File: config.mk
export PLATFORM = sky130hd
export DESIGN_NAME = beam_sum
export DESIGN_NICKNAME = d
export VERILOG_FILES = /design/src/rtl/beam_pkg.sv /design/src/rtl/beam_energy_acc.sv /design/src/rtl/beam_sum.sv
export SDC_FILE = /design/constraint.sdc
export NUM_CORES = 2
export LEC_CHECK = 0
export CORE_UTILIZATION = 24
export CTS_CLUSTER_SIZE = 14
export DETAILED_ROUTE_END_ITERATION = 7
export MAX_ROUTING_LAYER = met4
export REMOVE_ABC_BUFFERS = 1
export SYNTH_ARGS = -nofsm -noshare
export SYNTH_HDL_FRONTEND = slang
export SYNTH_SLANG_ARGS = --single-unit
File: constraint.sdc
create_clock -name clk -period 7.25 [get_ports clk]
set_clock_uncertainty 0.15 [all_clocks]
set_input_delay 1.45 -clock clk [delete_from_list [all_inputs] [get_ports clk]]
set_output_delay 1.45 -clock clk [all_outputs]
set_load 0.01 [all_outputs]
File: src/rtl/beam_pkg.sv
`default_nettype none
// +----------------------------------------------------------------------------+
// | beam_pkg : shared widths and channel helper for the 16-mic beamformer       |
// | Revision : 1.0                                                              |
// +----------------------------------------------------------------------------+
package beam_pkg;

    localparam int NUM_CH   = 16;
    localparam int DATA_W   = 19;
    localparam int CH_IDX_W = $clog2(NUM_CH);
    localparam int SUM_W    = DATA_W + CH_IDX_W;
    localparam int SQ_W     = 2 * DATA_W - 1;

    function automatic logic signed [DATA_W-1:0] get_ch(
        input logic [NUM_CH*DATA_W-1:0] bus,
        input int unsigned              idx
    );
        return bus[idx*DATA_W +: DATA_W];
    endfunction

endpackage
`default_nettype wire

File: src/rtl/beam_energy_acc.sv
`default_nettype none
// +----------------------------------------------------------------------------+
// | beam_energy_acc : squares beam samples and integrates per-frame energy      |
// | Revision        : 1.0                                                       |
// +----------------------------------------------------------------------------+
module beam_energy_acc
    import beam_pkg::*;
#(
    parameter int ACC_W     = 48,
    parameter int FRAME_LEN = 1024
) (
    input  logic                     clk,
    input  logic                     rst,
    input  logic                     sum_valid,
    input  logic signed [DATA_W-1:0] sum_out,
    input  logic                     frame_restart,
    output logic                     energy_valid,
    output logic [ACC_W-1:0]         energy,
    output logic                     energy_sat
);

    localparam int                CNT_W    = $clog2(FRAME_LEN);
    localparam logic [CNT_W-1:0]  CNT_LAST = CNT_W'(FRAME_LEN - 1);

    logic [DATA_W-1:0] mag;
    logic [SQ_W-1:0]   sq_d, sq_q;
    logic              sq_vld_d, sq_vld_q;
    logic [ACC_W-1:0]  acc_d, acc_q;
    logic [CNT_W-1:0]  cnt_d, cnt_q;
    logic              sat_d, sat_q;
    logic [ACC_W-1:0]  energy_d, energy_q;
    logic              energy_sat_d, energy_sat_q;
    logic              energy_valid_d, energy_valid_q;
    logic [ACC_W:0]    acc_sum;
    logic              acc_ovf;
    logic [ACC_W-1:0]  acc_next;

    // Squaring the magnitude keeps the product unsigned and SQ_W bits wide.
    always_comb begin
        mag      = sum_out[DATA_W-1] ? DATA_W'(-sum_out) : DATA_W'(sum_out);
        acc_sum  = {1'b0, acc_q} + (ACC_W+1)'(sq_q);
        acc_ovf  = acc_sum[ACC_W];
        acc_next = acc_ovf ? {ACC_W{1'b1}} : acc_sum[ACC_W-1:0];
    end

    always_comb begin
        sq_d           = sq_q;
        sq_vld_d       = sum_valid;
        acc_d          = acc_q;
        cnt_d          = cnt_q;
        sat_d          = sat_q;
        energy_d       = energy_q;
        energy_sat_d   = energy_sat_q;
        energy_valid_d = 1'b0;
        if (sum_valid) begin
            sq_d = SQ_W'(mag) * SQ_W'(mag);
        end
        // Restart outranks any accumulate landing on the same edge, including the last one.
        if (frame_restart) begin
            acc_d = '0;
            cnt_d = '0;
            sat_d = 1'b0;
        end else if (sq_vld_q) begin
            if (cnt_q == CNT_LAST) begin
                energy_d       = acc_next;
                energy_sat_d   = sat_q | acc_ovf;
                energy_valid_d = 1'b1;
                acc_d          = '0;
                cnt_d          = '0;
                sat_d          = 1'b0;
            end else begin
                acc_d = acc_next;
                cnt_d = cnt_q + 1'b1;
                sat_d = sat_q | acc_ovf;
            end
        end
    end

    always_ff @(posedge clk or negedge rst) begin
        if (!rst) begin
            sq_q           <= '0;
            sq_vld_q       <= 1'b0;
            acc_q          <= '0;
            cnt_q          <= '0;
            sat_q          <= 1'b0;
            energy_q       <= '0;
            energy_sat_q   <= 1'b0;
            energy_valid_q <= 1'b0;
        end else begin
            sq_q           <= sq_d;
            sq_vld_q       <= sq_vld_d;
            acc_q          <= acc_d;
            cnt_q          <= cnt_d;
            sat_q          <= sat_d;
            energy_q       <= energy_d;
            energy_sat_q   <= energy_sat_d;
            energy_valid_q <= energy_valid_d;
        end
    end

    assign energy_valid = energy_valid_q;
    assign energy       = energy_q;
    assign energy_sat   = energy_sat_q;

endmodule
`default_nettype wire

File: src/rtl/beam_sum.sv
`default_nettype none
// +----------------------------------------------------------------------------+
// | beam_sum : delay-and-sum combiner with rounded mean and frame energy        |
// | Revision : 1.0                                                              |
// +----------------------------------------------------------------------------+
module beam_sum #(
    parameter int NUM_CH    = beam_pkg::NUM_CH,
    parameter int DATA_W    = beam_pkg::DATA_W,
    parameter int ACC_W     = 48,
    parameter int FRAME_LEN = 1024
) (
    input  logic                                 clk,
    input  logic                                 rst,
    input  logic                                 in_valid,
    input  logic [NUM_CH*DATA_W-1:0]             pcm_in,
    input  logic [NUM_CH-1:0]                    ch_enable,
    input  logic                                 frame_restart,
    output logic                                 sum_full_valid,
    output logic signed [DATA_W+$clog2(NUM_CH)-1:0] sum_full,
    output logic                                 sum_valid,
    output logic signed [DATA_W-1:0]             sum_out,
    output logic                                 energy_valid,
    output logic [ACC_W-1:0]                     energy,
    output logic                                 energy_sat
);

    localparam int LVLS  = $clog2(NUM_CH);
    localparam int SUM_W = DATA_W + LVLS;

    logic signed [DATA_W-1:0] masked [NUM_CH];
    logic [LVLS:1]            tree_vld_d, tree_vld_q;
    logic signed [DATA_W-1:0] sum_out_d, sum_out_q;
    logic                     sum_valid_q;

    for (genvar c = 0; c < NUM_CH; c++) begin : g_mask
        assign masked[c] = ch_enable[c] ? pcm_in[c*DATA_W +: DATA_W] : '0;
    end

    // Level k holds NUM_CH>>k partial sums, each one bit wider than its inputs.
    for (genvar k = 1; k <= LVLS; k++) begin : g_lvl
        localparam int W = DATA_W + k;
        localparam int N = NUM_CH >> k;

        logic signed [W-2:0] src    [2*N];
        logic signed [W-1:0] node_d [N];
        logic signed [W-1:0] node_q [N];
        logic                load;

        if (k == 1) begin : g_src_in
            for (genvar j = 0; j < 2*N; j++) begin : g_src
                assign src[j] = masked[j];
            end
            assign load = in_valid;
        end else begin : g_src_lvl
            for (genvar j = 0; j < 2*N; j++) begin : g_src
                assign src[j] = g_lvl[k-1].node_q[j];
            end
            assign load = tree_vld_q[k-1];
        end

        always_comb begin
            for (int j = 0; j < N; j++) begin
                node_d[j] = {src[2*j][W-2], src[2*j]} + {src[2*j+1][W-2], src[2*j+1]};
            end
        end

        always_ff @(posedge clk or negedge rst) begin
            if (!rst) begin
                for (int j = 0; j < N; j++) begin
                    node_q[j] <= '0;
                end
            end else if (load) begin
                for (int j = 0; j < N; j++) begin
                    node_q[j] <= node_d[j];
                end
            end
        end
    end

    // floor((x + NUM_CH/2) / NUM_CH) equals the upper bits plus the bit just below them.
    always_comb begin
        tree_vld_d = {tree_vld_q[LVLS-1:1], in_valid};
        sum_out_d  = sum_out_q;
        if (sum_full_valid) begin
            sum_out_d = sum_full[SUM_W-1:LVLS] + {{(DATA_W-1){1'b0}}, sum_full[LVLS-1]};
        end
    end

    always_ff @(posedge clk or negedge rst) begin
        if (!rst) begin
            tree_vld_q  <= '0;
            sum_out_q   <= '0;
            sum_valid_q <= 1'b0;
        end else begin
            tree_vld_q  <= tree_vld_d;
            sum_out_q   <= sum_out_d;
            sum_valid_q <= sum_full_valid;
        end
    end

    assign sum_full_valid = tree_vld_q[LVLS];
    assign sum_full       = g_lvl[LVLS].node_q[0];
    assign sum_valid      = sum_valid_q;
    assign sum_out        = sum_out_q;

    beam_energy_acc #(
        .ACC_W     (ACC_W),
        .FRAME_LEN (FRAME_LEN)
    ) u_energy (
        .clk           (clk),
        .rst           (rst),
        .sum_valid     (sum_valid_q),
        .sum_out       (sum_out_q),
        .frame_restart (frame_restart),
        .energy_valid  (energy_valid),
        .energy        (energy),
        .energy_sat    (energy_sat)
    );

endmodule
`default_nettype wire

== Word level (Yosys, flattened, before mapping) ==
Index checks and enable logic that the tools add are counted.

* Input port bits: 324
* Logic and storage cells: 81
* Output and inout bits: 94
* Flip-flop bits (word level): 482

* Reduce and logical (&&, ||, !) cells: 2
* $add $sub $neg: 19
* Bitwise gates (word level): 2
* Mux-type cells: 30
* Equality and inequality tests: 1
* Multiply operators: 1

{| class="wikitable"
|+ Operators with widths
! cell !! count
|-
| $mux W19 || 17
|-
| $mux W48 || 4
|-
| $add A19 B19 Y20 || 8
|-
| $add A20 B20 Y21 || 4
|-
| $add A48 B37 Y49 || 1
|-
| $add A21 B21 Y22 || 2
|-
| $mul A19 B19 Y37 || 1
|-
| $mux W10 || 3
|-
| $add A22 B22 Y23 || 1
|-
| $add A19 B1 Y19 || 1
|-
| $neg A19 Y19 || 1
|-
| $add A10 B1 Y10 const B || 1
|-
| $eq A10 B10 Y1 const B || 1
|-
| $mux W1 || 6
|-
| $reduce_and A3 Y1 || 1
|-
| $reduce_bool A2 Y1 || 1
|-
| $not A1 Y1 || 1
|-
| $or A1 B1 Y1 || 1
|}

== Longest topological paths before layout ==
* Word-level depth: 5
* Gate-level depth with buffers: 32
* Mapped depth without buffers: 30

== By module ==
From an unflattened synthesis, not the netlist that was laid out.

* Cells, all modules: 5086
* Area, all modules: 46274.4 µm²

{| class="wikitable"
|+ By module, submodules not included
! module !! area each (µm²) !! sequential area each (µm²) !! instances !! cells an instance
|-
| beam_sum || 28257.1 || 8383.0 || 1 || 3099
|-
| beam_energy_acc || 18017.3 || 3653.5 || 1 || 1987
|}

== Worst setup path before layout ==
Ideal clock, no wire load.

* Path kind: register to register
* From: reg sum_out_q[0], in the netlist sum_out[0]
* To: reg u_energy.sq_q[36]
* Arrival time: 7.849 ns
* Setup time: 0.125 ns
* Path buffers: 3
* Slack: -0.873 ns
* Period minus slack after synthesis: 8.123 ns
* Stages on the path, launching flop included: 33
* Cell sequence: dfrtp_1 -> clkbuf_1 -> inv_1 -> clkbuf_1 -> ha_1 -> nand2b_1 -> or4_4 -> o41a_1 -> xnor2_2 -> inv_1 -> buf_6 -> nand2_1 -> fa_1 -> inv_1 -> fa_1 -> inv_1 -> fa_1 -> inv_1 -> fa_1 -> fa_1 -> inv_1 -> fa_1 -> inv_1 -> ha_1 -> a21o_1 -> a21o_1 -> a21oi_1 -> o21ai_0 -> a221oi_1 -> o31a_1 -> o311ai_0 -> xnor2_1 -> mux2_2

* Longest elaborated chain between the ends: 3

{| class="wikitable"
|+ RTL lines
! what !! line !! RTL
|-
| start: declaration || beam_sum.sv:32 || <nowiki>logic signed [DATA_W-1:0] sum_out_d, sum_out_q;</nowiki>
|-
| start signal: assignment || beam_sum.sv:96 || <nowiki>sum_out_q <= sum_out_d;</nowiki>
|-
| $neg A19 Y19 || beam_energy_acc.sv:40 || <nowiki>mag = sum_out[DATA_W-1] ? DATA_W'(-sum_out) : DATA_W'(sum_out);</nowiki>
|-
| $mux W19 (*) || beam_energy_acc.sv:40 ||
|-
| $mul A19 B19 Y37 (*) || beam_energy_acc.sv:56 || <nowiki>sq_d = SQ_W'(mag) * SQ_W'(mag);</nowiki>
|-
| end signal: assignment || beam_energy_acc.sv:90 || <nowiki>sq_q <= sq_d;</nowiki>
|-
| end: declaration || beam_energy_acc.sv:26 || <nowiki>logic [SQ_W-1:0] sq_d, sq_q;</nowiki>
|}

Every way passes the cells marked *; elsewhere a longest branch is shown, timed or not.
A chain may end at the register's enable or synchronous reset.

== Worst setup path after layout ==
* From: reg sum_out_q[3], in the netlist sum_out[3]
* To: reg u_energy.sq_q[33]

Same word-level chain as after synthesis.

==> impl_metrics.csv <==
group,metric,value,unit
drt,routed_via_density,4.538,
setup_path,endpoint_kind,"flop",
clock_tree,clk_pin_slew,0.06,ns
run_status,outcome,"complete, but fails checks",
synthesis,netlist_instances,4961,
synthesis,synth-main-ff-cell,"dfrtp_1",
place,globalplace.congestion,0.9241,
clock_tree,clock_sinks,481,
setup_path,worstPathArrival,8.21,ns
drt,drtPass1Iterations,5,
synthesis,syn_area,45080,um2
clock_tree,clkLatencyLatePin,0.72,ns
die,die-area,189600,um2
place,dpl.hpwl,109.2,mm
timing,final_max_slew_viol_count,0,
timing,worstMarginPinSlew,1.196,ns
hold_path,hold_class,"reg -> reg",
die,die_w,435.4,um
clock_tree,cts.htree.levels,2,
global_routing,antenna_found_initial,0,
drt,drt_iter0_markers,1770,
timing,min_period_over_period,1.078,
setup_path,start_kind,"flop",
run_status,violations,"negative setup slack",
drt,finalWirelength,133.1,mm
die,placementRows,158,
die,start_util,0.2423,
setup_path,critical-path-max-stage-delay,0.56,ns
synthesis,yosys.cell_count.top_type,"dfrtp_1",
layout,drive_above_1_share,0.1429,
setup_path,worstSetupPathType,"reg -> reg",
synthesis,avgSynthCellArea,9.088,um2
drt,drc,0,
place,place_ws,-0.9475,ns
timing,hold_viol,0,
setup_path,slowest_stage,"fa_1",
synthesis,async_flop_share,1.000,
global_routing,grt.overflow.total,0,
synthesis,synth.area.top_cells,"dfrtp_1 27%, ha_1 13%, fa_1 12%",
drt,wl_per_cell,16.38,um
global_routing,grt.total_usage,0.1422,
layout,area_growth,26.43,%
die,fp.dieH,435.4,um
timing,fmax,0.1279,GHz
global_routing,grt_pass1_wl,211.7,mm
setup_path,crit_top_cell,"fa_1",
synthesis,yosysTopAreaCell,"dfrtp_1",
timing,post-route-min-period,7.816,ns
setup_path,cp.required,7.65,ns
die,io_pins,418,
die,core,186000,um2
synthesis,ys_types,82,
layout,final_nets,6641,
layout,diodes,0,
global_routing,grt_max_degree,136,
global_routing,grt_pass1_vias,38470,
synthesis,synthTopCellsByCount,"481 x dfrtp_1, 479 x inv_1, 456 x ha_1, 389 x nand2_1, 366 x nor2_1",
synthesis,synth_seq_cells,481,
synthesis,synth_seq_area_share,0.2670,
clock_tree,cts_tree,"yes",
clock_tree,numCtsBuffers,59,
timing,setup_ws,-0.5658,ns
timing,setup_viol,22,
run,maxCapViolCount,0,
drt,antenna_left,0,
drt,vias,36880,
synthesis,synth_top_area_frac,0.2670,
place,port_buffers,417,
timing,relSlewSlack,0.2008,
timing,rsz0062_at_grt,"yes",
synthesis,synth_edf_count,0,
clock_tree,max-clock-path-buffers,3,
clock_tree,clockRootBuffer,"clkbuf_16",
setup_path,cp_max_fo,4,
synthesis,ys_warn_count,0,
clock_tree,ctsHoldBuffers,0,
[critical path, delay by kind of cell (launching register included)]
family          cells  cell delay, ns
flops               1            0.38
simple gates        5            1.44
buf+inv             8            0.68
fa+ha+maj           7            3.26
compound gates      9            1.66
xor+xnor            1            0.16
[cell type report]
| type | instances | area, um2 |
|---|---|---|
| tap | 2480 | 3103 |
| sequential | 481 | 12040 |
| fill | 19300 | 129000 |
| clock inverter | 35 | 434.2 |
| inverter | 489 | 1847 |
| clock buffer | 74 | 1593 |
| multi-input combinational | 3863 | 31480 |
| timing repair buffer | 704 | 6499 |
[routing by layer]
metal | vias up | GRT usage | share of wire
met2 | 624 | 0.2503 | 0.51
met5 | - | - | 0
met4 | 0 | 0.04055 | 0.030
li1 | 18270 | - | -
met1 | 17830 | 0.1720 | 0.44
met3 | 154 | 0.01273 | 0.027
[per-stage QoR]
stage / util / hold slack (ns) / TNS, ns / instances / cell area (um2)
6_report: 0.3064 / 0.3281 / -8.696 / 8126 / 57000
5_1_grt: 0.3064 / 0.3617 / -14.83 / 8126 / 57000
4_1_cts: 0.3043 / 0.3332 / -7.983 / 8114 / 56600
3_5_place_dp: 0.2895 / 0.3197 / -14.64 / 7988 / 53860
3_3_place_gp: 0.2895 / 0.3117 / -12.47 / 7988 / 53860
2_1_floorplan: - / 0.3051 / -10.72 / 4833 / 44570
[worst paths after layout]
path                                    start             endpoint  slack (ns)  depth (start not counted)
max                                sum_out[3]    u_energy.sq_q[33]       -0.57                         30
min                        u_energy.energy[7]   u_energy.energy[7]        0.33                          2
max reg2reg                        sum_out[3]    u_energy.sq_q[33]       -0.57                         30
min reg2reg                u_energy.energy[7]   u_energy.energy[7]        0.33                          2
max in group asynchronous                 rst          sum_full[8]        4.73                          2
min in group asynchronous                 rst  u_energy.energy_sat        0.61                          1
[placed cells by master (no fill, tap or decap), drive strengths merged, types with 47 or more instances in the layout]
master / count
inv: 488
dfrtp: 481
ha: 456
clkdlybuf4s50: 415
nand2: 390
nor2: 369
a21oi: 335
and2: 300
buf: 289
o21ai: 265
fa: 263
mux2: 241
xnor2: 219
a21o: 128
xor2: 115
clkbuf: 74
nand2b: 70
nand3: 69
a31oi: 62
nor3: 59
o21a: 52
nor2b: 47
[cells by family (layout without fill, tap and decap cells)]
logic type / Yosys count / in the layout / share of synthesized area
XOR/XNOR: 334 / 334 / 0.06555
AND/OR/NAND/NOR: 1474 / 1474 / 0.1608
adder cells (fa/ha/maj): 719 / 719 / 0.2433
multiplexers: 249 / 249 / 0.06197
AO/OA/AOI/OAI: 1073 / 1073 / 0.1481
buffers and inverters: 629 / 1302 / 0.05306
flip-flops: 481 / 481 / 0.2670
other: 2 / 14 / 0.0001666
[what timing repair did]
item | in CTS | in global routing
gates resized for setup | 141 | 75
setup endpoints to repair | 24 | 24
pin swaps | 60 | 67
buffers inserted | 19 | 15
[flip-flops by register name (all words and copies together) (netlist names)]
| name | flops |
|---|---|
| u_energy.energy_valid | 1 |
| u_energy.energy | 48 |
| u_energy.sat_q | 1 |
| u_energy.cnt_q | 10 |
| u_energy.sq_q | 36 |
| u_energy.energy_sat | 1 |
| u_energy.acc_q | 48 |
| sum_full | 23 |
| sum_valid | 1 |
| tree_vld_q | 4 |
| sum_out | 19 |
| u_energy.sq_vld_q | 1 |
| g_lvl.node_q | 288 |
Power is not shown: default switching activity piles up to over one toggle a cycle in this logic, so the estimate is an artifact.
==> RTL edit, RTL diff (same flow settings) <==
Set the package constant `DATA_W` to 21 (it was 19).
--- a/src/rtl/beam_pkg.sv
+++ b/src/rtl/beam_pkg.sv
@@ -8,3 +8,3 @@
     localparam int NUM_CH   = 16;
-    localparam int DATA_W   = 19;
+    localparam int DATA_W   = 21;
     localparam int CH_IDX_W = $clog2(NUM_CH);
Ports: changed (resized pcm_in, sum_full and sum_out); port bits go from 418 to 454. No check against the original RTL was run, so the function may have changed too.
==> RTL edit against the original RTL <==
- final area is 12% higher
- utilization grew 0.054 points
- largest cell class unchanged
- sequential cell count grew 36
- area after synthesis up 11%
- wire length increased by 13%
- the flow still finishes with violations (setup timing)
- setup slack lost 440 ps
- via count up 10%
- critical path depth is 2 higher
Power is not shown: default switching activity piles up to over one toggle a cycle in this logic, so the estimate is an artifact.
==> RTL edit: results (changes against the original RTL) <==
Outcome
  – Status: complete, but fails checks (unchanged)
  – Failing checks: setup timing (unchanged)

Critical path
  – Worst EP arrival: 8670 ps (was 8210 ps)
  – CP Capture Point: u_energy.sq_q[36] (was u_energy.sq_q[33])
  – CP peak stage delay: 540 ps (was 560 ps)
  – Cell count of the worst reg-to-reg path: 32 (was 30)
  – Origin of the worst setup path: sum_out[2] (was sum_out[3])
  – Critical path peak fanout: 3 (was 4)

Timing
  – Final setup fails: 26 (was 22)
  – Total negative setup slack: -18310 ps (was -8700 ps)
  – Slew HR: 0.150 (was 0.201)
  – Setup ws final: -1010 ps (was -566 ps)

GRT
  – Total GRT Usage: 0.145 (was 0.142)
  – Pin count of the biggest net entering global routing: 151 (was 136)
  – Initial antenna violation count: 8 (was 0)
  – Vias in the first global route: 41909 (was 38474)
  – First-pass GRT wire length: 236 mm (was 212 mm)

Worst hold path
  – Hold Path Origin: u_energy.acc_q[18] (was u_energy.energy[7])

Final layout
  – Non-filler instance count after layout: 9039 (was 8126)
  – Fraction of final layout cells sized beyond drive strength 1: 0.153 (was 0.143)
  – Nets: 7391 (was 6641)
  – FILL cells: 21688 (was 19296)
  – Max reg flops: 316 (was 288)

Route
  – DR vias/cell: 4.51 (was 4.54)
  – Initial DRC Count: 1986 (was 1770)
  – Post-Route WL: 150 mm (was 133 mm)

Synth
  – Sequential share of the synthesized area: 0.257 (was 0.267)
  – Netlist cell types: 89 (was 82)
  – Mux contribution to synthesized area: 0.0674 (was 0.0620)
  – Most frequent cell after synthesis: inv_1 (was dfrtp_1)
  – Xor/xnor share of the synthesized area: 0.0646 (was 0.0656)
  – Top cells by area, synth: dfrtp_1, fa_1, ha_1, mux2_2, xnor2_1 (was dfrtp_1, ha_1, fa_1, mux2_2, xnor2_1)
  – Post-synth top cells: inv_1, dfrtp_1, ha_1 (was dfrtp_1, inv_1, ha_1)
  – Post-Syn Area per Cell: 9.20 um^2 (was 9.09 um^2)
  – Dominant synthesized flop cell: dfrtp_1 (unchanged)
  – Fraction of the mapped netlist area in compound gates: 0.140 (was 0.148)
  – Post-synthesis adder-cell area fraction: 0.258 (was 0.243)

Clock network
  – Clk_lat worst skew: 670 ps (was 720 ps)
  – # H-tree levels: 3 (was 2)
  – CTS Buf Count: 67 (was 59)

Placed design
  – Placed cell count: 8874 (was 7988)
  – DP HPWL: 124 mm (was 109 mm)
  – Final Wtd Congestion: 0.912 (was 0.924)
  – Setup Slack @ Placement: -1600 ps (was -947 ps)
  – Port Buf Inserts: 453 (was 417)
==> RTL edit: final cells by class <==
class,instances,area share
Sequential cell,517,0.203
Timing Repair Buffer,803,0.115
Inverter,564,0.0332
Tap cell,2788,0.0547
Clock buffer,84,0.0295
Multi-Input combinational cell,4240,0.556
Antenna cell,5,0.000196
Clock inverter,38,0.00838
==> RTL edit: metrics by stage <==
step | hold slack [ps] | instance area, um^2
floorplan | 300 | 49700
global placement | 318 | 60200
detailed placement | 331 | 60200
CTS | 339 | 63200
global route | 352 | 63700
finish | 339 | 63800
==> RTL edit: cell families after synthesis <==
logic type | count (synthesis)
and+or+nand+nor | 1623
AOI/OAI and AO/OA | 1086
adders and majority gates | 842
buffers and inverters | 719
DFF | 517
xor gates and xnor gates | 371
muxes | 302
other | 2
==> RTL edit: layer usage <==
layer  track usage  vias to the layer above  part of all wire
li1              -                    20043                 -
met1         0.186                    19816              0.46
met2         0.240                      738              0.48
met3        0.0174                      147             0.033
met4        0.0403                        0             0.027
met5             -                        -                 0
==> RTL edit: how the worst min path moves through the flow <==
stage               cells after the start  slack (ps)                  end
CTS                                     1         340    u_energy.cnt_q[7]
finish                                  1         340   u_energy.acc_q[18]
global placement                        1         320    u_energy.acc_q[3]
detailed placement                      1         330    u_energy.cnt_q[7]
floorplan                               2         300  g_lvl[2].node_q[80]
global route                            1         350    u_energy.cnt_q[7]
==> RTL edit: repair_timing <==
| action | in CTS | in global routing |
|---|---|---|
| pin swaps | 65 | 52 |
| hold endpoints to repair | 0 | 0 |
| gates cloned | 0 | 0 |
| setup buffers | 20 | 23 |
| setup endpoints to repair | 27 | 27 |
| resized for setup | 107 | 89 |
